## config.mk

```make
export PLATFORM = sky130hd
export DESIGN_NAME = truth_table_extractor
export DESIGN_NICKNAME = d
export VERILOG_FILES = /design/src/rtl/truth_pkg.sv /design/src/rtl/settle_timer.sv /design/src/rtl/truth_table_extractor.sv
export SDC_FILE = /design/constraint.sdc
export NUM_CORES = 1
export LEC_CHECK = 0
export CAP_MARGIN = 10
export CORE_MARGIN = 2
export CORE_UTILIZATION = 50
export CTS_BUF_LIST = sky130_fd_sc_hd__clkbuf_4
export DETAILED_ROUTE_END_ITERATION = 10
export GPL_TIMING_DRIVEN = 1
export HOLD_SLACK_MARGIN = 0.06
export PLACE_DENSITY_LB_ADDON = 0.1
export SLEW_MARGIN = 20
export SYNTH_ARGS = -nofsm -noshare
export SYNTH_HDL_FRONTEND = slang
export SYNTH_SLANG_ARGS = --single-unit
```

## constraint.sdc

```tcl
create_clock -name clk -period 1.9 [get_ports clk]
set_input_delay 0.57 -clock clk [delete_from_list [all_inputs] [get_ports clk]]
set_output_delay 0.57 -clock clk [all_outputs]
set_load 0.005 [all_outputs]
```

## src/rtl/truth_pkg.sv

```systemverilog
// Shared types and constants for the truth-table characterisation engines.
package truth_pkg;

  localparam int N_IN   = 3;
  localparam int CODE_W = 1 << N_IN;

  typedef enum logic [1:0] {
    IDLE  = 2'd0,
    DRIVE = 2'd1,
    DONE  = 2'd2
  } state_t;

  // Vector 000 lands in the MSB of the wolfram code, vector 111 in the LSB.
  function automatic logic [N_IN-1:0] code_bit_index(input logic [N_IN-1:0] idx);
    return N_IN'(CODE_W - 1) - idx;
  endfunction

endpackage

```

## src/rtl/settle_timer.sv

```systemverilog
// Reloadable down-counter; expire pulses on the last cycle of each settle window.
module settle_timer #(
  parameter int           W        = 8,
  parameter logic [W-1:0] LOAD_VAL = '0
) (
  input  logic clk,
  input  logic rst_n,
  input  logic load,
  input  logic en,
  output logic expire
);

  logic [W-1:0] count_q;
  logic [W-1:0] count_d;

  always_comb begin
    count_d = count_q;
    if (load) begin
      count_d = LOAD_VAL;
    end else if (en) begin
      count_d = (count_q == '0) ? LOAD_VAL : count_q - W'(1);
    end
  end

  assign expire = en && !load && (count_q == '0);

  always_ff @(posedge clk) begin
    if (!rst_n) begin
      count_q <= '0;
    end else begin
      count_q <= count_d;
    end
  end

endmodule

```

## src/rtl/truth_table_extractor.sv

```systemverilog
// Sweeps all 3-input vectors into a device, samples its output after a settle
// window per vector, and reassembles the 8-bit wolfram code.
module truth_table_extractor
  import truth_pkg::*;
#(
  parameter int SETTLE_CYCLES = 4
) (
  input  logic              clk,
  input  logic              rst_n,
  input  logic              start,
  input  logic              abort,
  input  logic [CODE_W-1:0] expected,
  output logic              probe_in1,
  output logic              probe_in2,
  output logic              probe_in3,
  input  logic              probe_out,
  output logic              busy,
  output logic              done,
  output logic [CODE_W-1:0] code,
  output logic              code_valid,
  output logic              match,
  output state_t            state_dbg
);

  localparam logic [N_IN-1:0] LAST_IDX = N_IN'(CODE_W - 1);
  localparam logic [7:0]      SETTLE_LOAD = 8'(SETTLE_CYCLES - 1);

  state_t            state_q, state_d;
  logic [N_IN-1:0]   idx_q, idx_d;
  logic [N_IN-1:0]   probe_q, probe_d;
  logic [CODE_W-1:0] shadow_q, shadow_d;
  logic [CODE_W-1:0] code_q, code_d;
  logic              code_valid_q, code_valid_d;
  logic              match_q, match_d;
  logic              timer_load;
  logic              timer_en;
  logic              timer_expire;

  settle_timer #(
    .W        (8),
    .LOAD_VAL (SETTLE_LOAD)
  ) u_settle_timer (
    .clk    (clk),
    .rst_n  (rst_n),
    .load   (timer_load),
    .en     (timer_en),
    .expire (timer_expire)
  );

  assign timer_en = (state_q == DRIVE);

  always_comb begin
    state_d      = state_q;
    idx_d        = idx_q;
    probe_d      = probe_q;
    shadow_d     = shadow_q;
    code_d       = code_q;
    code_valid_d = code_valid_q;
    match_d      = match_q;
    timer_load   = 1'b0;
    case (state_q)
      IDLE: begin
        probe_d = '0;
        // abort wins over start so a stuck abort line can never launch a sweep
        if (start && !abort) begin
          state_d      = DRIVE;
          idx_d        = '0;
          shadow_d     = '0;
          code_valid_d = 1'b0;
          match_d      = 1'b0;
          timer_load   = 1'b1;
        end
      end
      DRIVE: begin
        if (abort) begin
          state_d = IDLE;
          idx_d   = '0;
          probe_d = '0;
        end else if (timer_expire) begin
          shadow_d[code_bit_index(idx_q)] = probe_out;
          if (idx_q == LAST_IDX) begin
            state_d = DONE;
            idx_d   = '0;
            probe_d = '0;
          end else begin
            idx_d   = idx_q + N_IN'(1);
            probe_d = idx_q + N_IN'(1);
          end
        end
      end
      DONE: begin
        code_d       = shadow_q;
        code_valid_d = 1'b1;
        match_d      = (shadow_q == expected);
        state_d      = IDLE;
      end
      default: begin
        state_d = IDLE;
        probe_d = '0;
      end
    endcase
  end

  always_ff @(posedge clk) begin
    if (!rst_n) begin
      state_q      <= IDLE;
      idx_q        <= '0;
      probe_q      <= '0;
      shadow_q     <= '0;
      code_q       <= '0;
      code_valid_q <= 1'b0;
      match_q      <= 1'b0;
    end else begin
      state_q      <= state_d;
      idx_q        <= idx_d;
      probe_q      <= probe_d;
      shadow_q     <= shadow_d;
      code_q       <= code_d;
      code_valid_q <= code_valid_d;
      match_q      <= match_d;
    end
  end

  assign {probe_in1, probe_in2, probe_in3} = probe_q;
  assign busy       = (state_q != IDLE);
  assign done       = (state_q == DONE);
  assign code       = code_q;
  assign code_valid = code_valid_q;
  assign match      = match_q;
  assign state_dbg  = state_q;

endmodule

```

[Word level (Yosys, flattened, before mapping)]
Index checks and enable logic that the tools add are counted.
Storage, ports and cells
  word-level logic and storage cells: 69
  output and inout port bits: 17
  input port bits: 13
  flip-flop bits (word level): 34
Operators by class
  reduce and logical (&&, ||, !) cells: 18
  bitwise operators: 2
  add/subtract/negate cells: 3
  equality and inequality tests: 9
  magnitude comparators: 2
  multiplexer cells: 26
Operator list (count)
  2-to-1 mux 8 bit: 4
  case mux 8 bit (2 select lines): 1
  2-to-1 mux 2 bit: 6
  2-to-1 mux 3 bit: 4
  case mux 3 bit (2 select lines): 2
  bitwise mux 8 bit: 1
  == test 8 bit: 1
  zero test 8 bit: 1
  nonzero test 2 bit: 4
  subtractor 8 x 1 -> 8 bit (second input constant): 1
  inequality test 2 bit (second input constant): 3
  inequality test 3 bit (second input constant): 2
  AND reduction 3 bit: 2
  logical AND 1 bit: 4
  < comparator 3 x 4 -> 1 bit (second input constant): 1
  2-to-1 mux 1 bit: 4
  case mux 1 bit (2 select lines): 2
  case mux 2 bit (2 select lines): 1
  AND reduction 2 bit: 2
  AND reduction 4 bit: 1
  adder 3 x 1 -> 3 bit (second input constant): 1
  demux 1 bit (select 3 bit): 1
  == test 3 bit (second input constant): 1
  greater-or-equal comparator 3 x 1 -> 1 bit (second input constant): 1
  7 further kinds: 9

[Logic depth before layout (Yosys ltp)]
Gate-level depths: netlist of the first run.
  depth after elaboration: 10
  mapped depth: 6
  gate-level depth less buffers: 5

[By module]
Synthesis of the first run repeated with hierarchy kept, for this count alone.
Second synthesis, totals
  cell total of the unflattened synthesis: 193
  area, all modules: 1646.6 um^2
By module, submodules not included
  truth_table_extractor: cells an instance 147, sequential area each 520.5 um^2, area an instance 1239.9 um^2, instances 1
  settle_timer: cells an instance 46, sequential area each 160.2 um^2, area an instance 406.6 um^2, instances 1

[Worst setup path before layout of the first run]
Ideal clock, no wire load.
  kind: input port to flip-flop
  from: input abort
  to: register shadow_q[2]
  arrival: 1584 ps
  setup slack: 194 ps
  required time: 1778 ps
  buffers on the path: 0
  stages: 4
  setup time: 122 ps
  cell sequence: or4b_4 > nand2_2 > a21oi_4 > a221o_1
On the way
  word-level cells in the longest chain between the ends: 9
RTL lines
  start: declaration: line truth_table_extractor.sv:11  | input logic abort,
  zero test 1 bit: line truth_table_extractor.sv:65  | if (start && !abort) begin
  logical AND 1 bit: line truth_table_extractor.sv:65
  2-to-1 mux 1 bit: line truth_table_extractor.sv:65
  2-to-1 mux 1 bit: line truth_table_extractor.sv:61  | case (state_q)
  zero test 1 bit: line settle_timer.sv:25  | assign expire = en && !load && (count_q == '0);
  logical AND 1 bit (2 in a row): line settle_timer.sv:25
  inequality test 2 bit (no source line)
  AND reduction 4 bit (no source line) *
  end signal: assignment: line truth_table_extractor.sv:117  | shadow_q <= shadow_d;
  end: declaration: line truth_table_extractor.sv:31  | logic [CODE_W-1:0] shadow_q, shadow_d;
Mark *: on every way between the ends. The rest lies on a longest branch, timed or not.
A chain may end at the register's enable or synchronous reset.

[Worst setup path in the final report of the first run]
  from: register probe_q[1]
  to: output probe_in2
RTL lines
  start: declaration: line truth_table_extractor.sv:30  | logic [N_IN-1:0] probe_q, probe_d;
  start signal: assignment: line truth_table_extractor.sv:116  | probe_q <= probe_d;
  end: declaration: line truth_table_extractor.sv:14  | output logic probe_in2,
No word-level cell between the ends.

==> results of run 1 <==
-- through the flow --
stage                     setup TNS (ps)  setup WS [ps]  cell area [um2]  power [mW]
after detailed placement           -3860           -275             2000       0.938
after global placement             -3240           -244             2000       0.933
after global routing                   0           49.1             2100        1.37
after CTS                           -155           -155             2070        1.32
after floorplan                        0            194             1610       0.873
final                                  0           84.7             2100        1.32
-- worst paths after layout --
path | end | slack [ps] | depth (start not counted) | start
max | probe_in2 | 80 | 1 | probe_q[1]$_SDFFE_PN0P_
min | code[4]$_SDFFE_PN0P_ | 460 | 2 | code[4]$_SDFFE_PN0P_
max reg2reg | shadow_q[1]$_SDFFE_PN0P_ | 190 | 5 | state_dbg[1]$_SDFFE_PN0P_
min reg2reg | code[4]$_SDFFE_PN0P_ | 460 | 2 | code[4]$_SDFFE_PN0P_
-- cells by family (layout without fill, tap and decap cells) --
| kind of cell | after synthesis | after routing |
|---|---|---|
| AND/OR/NAND/NOR | 73 | 73 |
| XOR/XNOR | 13 | 13 |
| flip-flops | 34 | 34 |
| AO/OA/AOI/OAI | 42 | 42 |
| buffers and inverters | 15 | 60 |
| adder cells (fa/ha/maj) | 3 | 3 |
-- flip-flops by register name, summed over array words and instances (netlist names) --
signal                  cells
u_settle_timer.count_q      8
shadow_q                    8
code_valid                  1
code                        8
probe_q                     3
state_dbg                   2
match                       1
idx_q                       3
-- timing repair --
action | CTS | global route
gates resized for setup | 5 | 6
setup endpoints to repair | 4 | 5
setup buffers | 2 | 3
-- power breakdown --
part	leakage, nW	switching (mW)	total [mW]	internal [mW]
Combinational	0.544	0.100	0.190	0.0892
Sequential	0.276	0.0152	0.739	0.723
Clock	0.0286	0.250	0.388	0.137
-- cell type report --
type | count | area [um2] | share of cell area, %
clock buffer | 5 | 37.5 | 1.79
clock inverter | 3 | 16.3 | 0.775
inverter | 7 | 26.3 | 1.25
tap | 44 | 55.1 | 2.62
timing repair buffer | 45 | 407 | 19.4
sequential | 34 | 688 | 32.8
multi-input combinational | 131 | 868 | 41.4
-- per-layer routing --
layer  wire (um)  vias up  track usage [%]  share of wire [%]
met5           0        -                0                  0
met4          15        0             7.45               0.39
met3         175        2             6.40                4.5
met2        1960       32             38.7                 51
met1        1710      689             29.0                 44
li1            -      745                -                  -
-- layout by cell type, fill, tap and decap left out, types with 3 or more instances in the layout --
cell type         n
dfxtp_1          32
nand2_1          25
clkdlybuf4s50_1  25
nor2_1           15
buf_4            15
a21oi_1          11
nand3_1           9
a221o_1           8
inv_1             7
xnor2_1           7
o311a_1           6
xor2_1            6
clkbuf_4          5
nor2b_1           3
o2bb2ai_1         3
a31oi_1           3
nand4_1           3
ha_1              3
==> impl_metrics.toml, run 1 <==
[sta]
finalCritPeriodShare_pct = 95.5
worstMarginPinSlew_ps = 430
max_freq_mhz = 551
hold_viol_final = 0
whs_ps = 461
slew_headroom_pct = 71.3
setup_viol_count_final = 0
finClkSkew_ps = 9.87
grt_setup_unrepaired = "no"
fin_crit_ps = 1820
drv_slew = 0

[global_route]
antenna_found_initial = 0
overflow = 0
grt_pass1_wl_mm = 6.27
grt_max_degree = 14
gr-usage-all-layers_pct = 23.2
grt_pass1_vias = 1380

[finish]
final_nets = 240
final_cells = 269
diodes = 0
fin_util_pct = 68.7
drive_gt1_share_pct = 14.7
fillers = 279
area_delta_synth_final_pct = 30.2

[synth]
synth_edf_count = 0
postSynthCellCount = 180
syn-num-nets = 196
synth-xor-area-share_pct = 7.07
synthFlopType = "dfxtp_1"
synthesis.area_um2 = 1610
yosysWarnings = 0
synth_cell_types = 45
async_flop_share_pct = 0
ys_seq_elements = 34
avgSynthCellArea_um2 = 8.95
synthSimpleGateAreaFrac_pct = 23.8
yosysMostFrequentCell = "dfxtp_1"
synth_largest_area_cell = "dfxtp_1"
synthMuxAreaShare_pct = 0
synth_top_family_by_area = "simple AND/OR/NAND/NOR gates"
yosys-top-cells-count = "dfxtp_1, nand2_1, nor2_1, a21oi_1, nand3_1"
synthTopCellsByArea = "dfxtp_1, nand2_1, a221o_1, xnor2_1, o311a_1"
synth_top_area_share_pct = 42.2
synth_compound_gate_area_share_pct = 20.7
ys_seq_area_share_pct = 42.2
synth_fa_ha_area_share_pct = 2.33

[critical_path]
crit_fanout = 3
critPathMaxStageDelay_ps = 520
crit_chain = "clkdlybuf4s50_1"
worst-setup-path-type = "register to output pin"
critPathBufInv = 1
crit_slowest_cell = "clkdlybuf4s50_1"
cp_data_arrival_time_ps = 1250
required_ps = 1330
path_delay_family = "buffers and inverters"
start_kind = "register"
cp-end-kind = "output pin"

[routing]
num_vias = 1468
wl_per_cell_um = 14.4
detail-route-antenna-nets = 0
drt-pass1-iter-count = 5
vias_per_cell = 5.46
post-route-drc-count = 0
wirelength_mm = 3.86
first_iter_violations = 66

[clock_tree]
cts_made_buffers = 5
clockRootBuffer = "clkbuf_4"
cts_sinks = 34
clockBufferDepth = 2
path_clk_slew_ps = 110
clkLatencyLatePin_ps = 340
hold_buffers = 0
h-tree-depth = 2
tritoncts = "built"

[power_and_ir_drop]
power_per_cell_area_nw_per_um2 = 627
ir_drop_mv = 0.330
p_leak_nw = 0.849

[place]
io_buffers = 29
hpwlAfterDp_mm = 2.82
dp.cells = 256
place_congestion = 0.928

[floorplanning]
die_height_um = 60.8
die_x_um = 60.8
core_area_um2 = 3050
ios = 30
fp.dieArea_um2 = 3690
rows = 20
initial_utilization_pct = 52.8

[min_path]
min_path_type = "register to register"

[flow_run]
cap_violations = 0

[status]
status = "complete, no violations"
Note: power is estimated with default switching activity, not from simulation.
==> run 2, diff against run 1 <==
--- a/config.mk
+++ b/config.mk
@@ -5,6 +5,7 @@
 export SDC_FILE = /design/constraint.sdc
 export NUM_CORES = 1
 export LEC_CHECK = 0
+export ABC_AREA = 1
 export CAP_MARGIN = 10
 export CORE_MARGIN = 2
 export CORE_UTILIZATION = 50
==> constraint.sdc (replaced) <==
create_clock -name clk -period 2.3 [get_ports clk]
set_input_delay 0.69 -clock clk [delete_from_list [all_inputs] [get_ports clk]]
set_output_delay 0.69 -clock clk [all_outputs]
set_load 0.005 [all_outputs]
==> impl_metrics.toml, run 2 <==
[power_and_ir_drop]
clock_power_share_pct = 26.1
comb_power_share_pct = 21.2
ir_drop_mv = 0.277
power.internal_mw = 0.851
p_sw_mw = 0.365
power_per_cell_area_nw_per_um2 = 572
switching_share_pct = 30.0
p_leak_nw = 0.933
p_seq_share_pct = 52.8

[clock_tree]
clockRootBuffer = "clkbuf_4"
path_clk_slew_ps = 100
h-tree-depth = 2
cts_made_buffers = 5
cts_sinks = 34
clkLatencyLatePin_ps = 330
tritoncts = "built"
clockBufferDepth = 2

[routing]
drt-pass1-iter-count = 4
first_iter_violations = 61
wirelength_mm = 3.49
post-route-drc-count = 0
wl_per_cell_um = 10.6
detail-route-antenna-nets = 0
vias_per_cell = 4.88
num_vias = 1610

[synth]
yosys-top-cells-count = "nand2_1, nor2_1, inv_1, dfxtp_1, nand3_1"
synth_largest_area_cell = "dfxtp_1"
synth_top_area_share_pct = 39.5
postSynthCellCount = 248
yosysWarnings = 0
syn-num-nets = 264
async_flop_share_pct = 0
synth_cell_types = 23
ys_seq_area_share_pct = 39.5
synthTopCellsByArea = "dfxtp_1, nand2_1, nor2_1, inv_1, nand3_1"
synthesis.area_um2 = 1720
ys_seq_elements = 34
synthFlopType = "dfxtp_1"
yosysMostFrequentCell = "nand2_1"
synth_edf_count = 0
avgSynthCellArea_um2 = 6.95

[critical_path]
crit_chain = "inv_2 -> nand2_1 -> inv_1 -> clkdlybuf4s50_1"
critPathMaxStageDelay_ps = 500
required_ps = 1610
cp-end-kind = "output pin"
cp_data_arrival_time_ps = 1470
crit_slowest_cell = "clkdlybuf4s50_1"
worst-setup-path-type = "register to output pin"
crit_fanout = 4
start_kind = "register"

[floorplanning]
fp.dieArea_um2 = 3930
core_area_um2 = 3340
rows = 21
ios = 30
die_height_um = 62.7
die_x_um = 62.7
initial_utilization_pct = 51.7

[place]
place_worst_setup_slack_ps = 245
place_congestion = 0.868
hpwlAfterDp_mm = 2.59
dp.cells = 322
io_buffers = 29

[sta]
setup_viol_count_final = 0
finalCritPeriodShare_pct = 94.0
slew_headroom_pct = 74.7
finClkSkew_ps = 10.6
worstMarginPinSlew_ps = 379
max_freq_mhz = 462
grt_setup_unrepaired = "no"
hold_viol_final = 0
setup_ws_ps = 137
timing.setup.tns_ps = 0
fin_crit_ps = 2160
drv_slew = 0

[status]
status = "complete, no violations"

[min_path]
min_path_type = "register to register"

[global_route]
grt_pass1_wl_mm = 6.29
antenna_found_initial = 0
gr-usage-all-layers_pct = 20.0
overflow = 0
grt_pass1_vias = 1461
grt_max_degree = 18

[finish]
diodes = 0
final_nets = 299
drive_gt1_share_pct = 8.80
final_cells = 330
layout_commonest_cell = "nand2_1"
area_delta_synth_final_pct = 23.2
fin_util_pct = 63.7
final_cell_mix = "nand2_1, nor2_1, inv_1"

[flow_run]
cap_violations = 0
==> run 2: cell count changes in the layout (fill, tap and decap cells not counted), sizes merged, moves of 6 or more <==
cell	before	now
a221o	8	0
nand3	9	24
nor2	15	45
o21ai	2	16
o311a	6	0
buf	15	5
inv	7	36
nand2	26	50
==> run 2: logic make-up (layout without fill, tap and decap cells) <==
logic type	Yosys count	after routing	share of synthesized area [%]
xor gates and xnor gates	11	11	5.59
adders and majority gates	3	3	2.18
DFF	34	34	39.5
buffers and inverters	42	78	10.2
AOI/OAI and AO/OA	32	32	9.36
and+or+nand+nor	126	126	33.2
==> run 2: critical path: cells and delay by family (launching register included) <==
family	cells	cell delay, ps
buffers and inverters	3	690
DFF	1	380
and+or+nand+nor	1	90
==> run 2: worst paths after layout <==
check / slack [ps] / end / cells after the start / start
worst max-delay path: 140 / done / 4 / state_dbg[0]$_SDFFE_PN0P_
worst min-delay path: 470 / probe_q[1]$_SDFFE_PN0P_ / 2 / probe_q[1]$_SDFFE_PN0P_
worst max register to register: 740 / probe_q[1]$_SDFFE_PN0P_ / 10 / u_settle_timer.count_q[0]$_SDFFE_PN0P_
worst min register to register: 470 / probe_q[1]$_SDFFE_PN0P_ / 2 / probe_q[1]$_SDFFE_PN0P_
==> run 2: stage by stage <==
stage               power [mW]  hold WS (ps)  area, um2
floorplan                0.836           452       1720
global placement         0.909           459       2070
CTS                       1.23           475       2120
global route              1.31           504       2120
detailed placement       0.912           459       2070
finish                    1.22           472       2120
==> run 2: repair_timing <==
action	CTS	global route
buffers inserted	0	0
setup endpoints to repair	0	1
resized for setup	0	2
hold buffers	0	0
==> run 2: power groups by stage <==
stage | Combinational [mW] | Clock [mW] | Sequential [mW]
floorplan | 0.185 | 0 | 0.651
global placement | 0.254 | 0 | 0.655
detailed placement | 0.257 | 0 | 0.655
CTS | 0.259 | 0.334 | 0.642
global route | 0.300 | 0.361 | 0.647
finish | 0.257 | 0.317 | 0.642
==> run 2: area by class of cell <==
type                    instances  area, um2
clock buffers                   6       45.0
clock inverters                 2       8.76
fillers                       326       1210
inverters                      36        135
multi-input cells             172        868
flip-flops and latches         34        682
well taps                      46       57.6
repair buffers                 34        328
==> run 2: layer usage <==
layer  wire length (um)  up-vias  global-route usage, %
li1                   -      849                      -
met1               1620      706                   26.9
met2               1570       51                   31.0
met3                262        4                   5.41
met4                 46        0                   6.67
met5                  0        -                      0
==> run 3, diff against run 2 <==
--- a/config.mk
+++ b/config.mk
@@ -14,6 +14,8 @@
 export GPL_TIMING_DRIVEN = 1
 export HOLD_SLACK_MARGIN = 0.06
 export PLACE_DENSITY_LB_ADDON = 0.1
+export REMOVE_ABC_BUFFERS = 1
+export SETUP_SLACK_MARGIN = 0.02
 export SLEW_MARGIN = 20
 export SYNTH_ARGS = -nofsm -noshare
 export SYNTH_HDL_FRONTEND = slang
==> impl_metrics.toml, run 3 (synthesized netlist as in run 2, its figures left out) <==
[critical_path]
r2r_end = "probe_q[1]$_SDFFE_PN0P_"
worst-setup-path-type = "register to output pin"
cp-end-kind = "output pin"
critPathMaxStageDelay_ps = 450
reg2reg_setup_slack_ps = 730
r2r-start = "u_settle_timer.count_q[0]$_SDFFE_PN0P_"
startpoint = "state_dbg[0]$_SDFFE_PN0P_"
cp_data_arrival_time_ps = 1480
crit_chain = "inv_2 -> nand2_1 -> inv_1 -> clkdlybuf4s50_1"
crit_fanout = 4
required_ps = 1610
start_kind = "register"
worstSetupEndpoint = "done"
r2r_cells = 10
crit_slowest_cell = "dfxtp_1"

[sta]
max_freq_mhz = 460
grt_setup_unrepaired = "no"
timing.setup.tns_ps = 0
slew_headroom_pct = 75.2
hold_viol_final = 0
setup_viol_count_final = 0
drv_slew = 0
finClkSkew_ps = 4.61
fin_crit_ps = 2170
worstMarginPinSlew_ps = 371
finalCritPeriodShare_pct = 94.5

[power_and_ir_drop]
power.internal_mw = 0.829
clock_power_share_pct = 24.1
power_per_cell_area_nw_per_um2 = 561
p_seq_share_pct = 54.2
switching_share_pct = 30.0
ir_drop_mv = 0.332
p_sw_mw = 0.356
p_leak_nw = 0.925
comb_power_share_pct = 21.7

[global_route]
grt_pass1_wl_mm = 6.02
gr-usage-all-layers_pct = 19.3
overflow = 0
antenna_found_initial = 0
grt_pass1_vias = 1334
grt_max_degree = 18

[finish]
final_cell_mix = "nand2_1, nor2_1, inv_1"
multi_input_area_um2 = 868
drive_gt1_share_pct = 8.16
final_cells = 328
area_delta_synth_final_pct = 22.5
final_nets = 299
layout_commonest_cell = "nand2_1"
fin_util_pct = 63.3
seq_area_um2 = 682
diodes = 0
fillers = 333

[routing]
wl_per_cell_um = 10.4
drt-pass1-iter-count = 4
first_iter_violations = 27
post-route-drc-count = 0
vias_per_cell = 4.74
num_vias = 1555
detail-route-antenna-nets = 0
wirelength_mm = 3.41

[place]
hpwlAfterDp_mm = 2.54
dp.cells = 322
io_buffers = 29
place_congestion = 0.810

[clock_tree]
post_cts_resized = 0
hold_buffers = 0
h-tree-depth = 2
clkLatencyLatePin_ps = 330
cts_sinks = 34
cts_made_buffers = 5
path_clk_slew_ps = 90
clockBufferDepth = 2
postCtsSetupRepairBufs = 0
clockRootBuffer = "clkbuf_4"
tritoncts = "built"

[floorplanning]
die_height_um = 62.7
initial_utilization_pct = 51.7
ios = 30
fp.dieArea_um2 = 3930
core_area_um2 = 3340
rows = 21
die_x_um = 62.7

[min_path]
min_path_type = "register to register"
hp-start = "probe_q[1]$_SDFFE_PN0P_"

[status]
status = "complete, no violations"

[flow_run]
cap_violations = 0
==> run 3: cell count changes in the layout (fill, tap and decap cells not counted) <==
cell	change
clkinv_2	-1
clkbuf_4	-1
==> run 3: metrics by stage <==
| step | cell area (um2) | power (mW) | hold slack, ps | setup WS (ps) |
|---|---|---|---|---|
| floorplan | 1680 | 0.825 | 452 | 722 |
| global placement | 2070 | 0.909 | 461 | 298 |
| detailed placement | 2070 | 0.912 | 466 | 231 |
| CTS | 2110 | 1.20 | 486 | 53.9 |
| global route | 2110 | 1.26 | 496 | 31.2 |
| finish | 2110 | 1.18 | 481 | 127 |
==> run 3: power by group through the flow <==
stage	combinational, mW	clock, mW	sequential [mW]
2_1_floorplan	0.174	0	0.651
3_3_place_gp	0.254	0	0.655
3_5_place_dp	0.257	0	0.655
4_1_cts	0.259	0.296	0.642
5_1_grt	0.298	0.319	0.647
6_report	0.257	0.285	0.642
==> run 3: worst max-delay path: cells and delay by family (launching register included) <==
family / cells / cell delay [ps]
and+or+nand+nor: 1 / 120
buffers and inverters: 3 / 590
DFF: 1 / 450
==> run 3: routing by layer <==
metal	vias to the layer above	global-route usage [%]	part of all wire, %
met1	671	25.9	52
met5	-	0	0
met3	6	5.41	4.9
met4	0	8.33	1.7
li1	845	-	-
met2	33	29.2	41
==> run 3: how the worst min path moves through the flow <==
stage	cells after the start	end
3_3_place_gp	2	code[1]$_SDFFE_PN0P_
6_report	2	probe_q[1]$_SDFFE_PN0P_
2_1_floorplan	2	shadow_q[5]$_SDFFE_PN0P_
3_5_place_dp	2	probe_q[1]$_SDFFE_PN0P_
5_1_grt	2	match$_SDFFE_PN0P_
4_1_cts	2	match$_SDFFE_PN0P_
==> run 3: area by class of cell <==
cell class / instances / area share, %
clock buffer: 5 / 1.78
timing repair buffer: 34 / 15.5
sequential: 34 / 32.3
multi-input combinational: 172 / 41.1
inverter: 36 / 6.40
tap: 46 / 2.73
clock inverter: 1 / 0.178
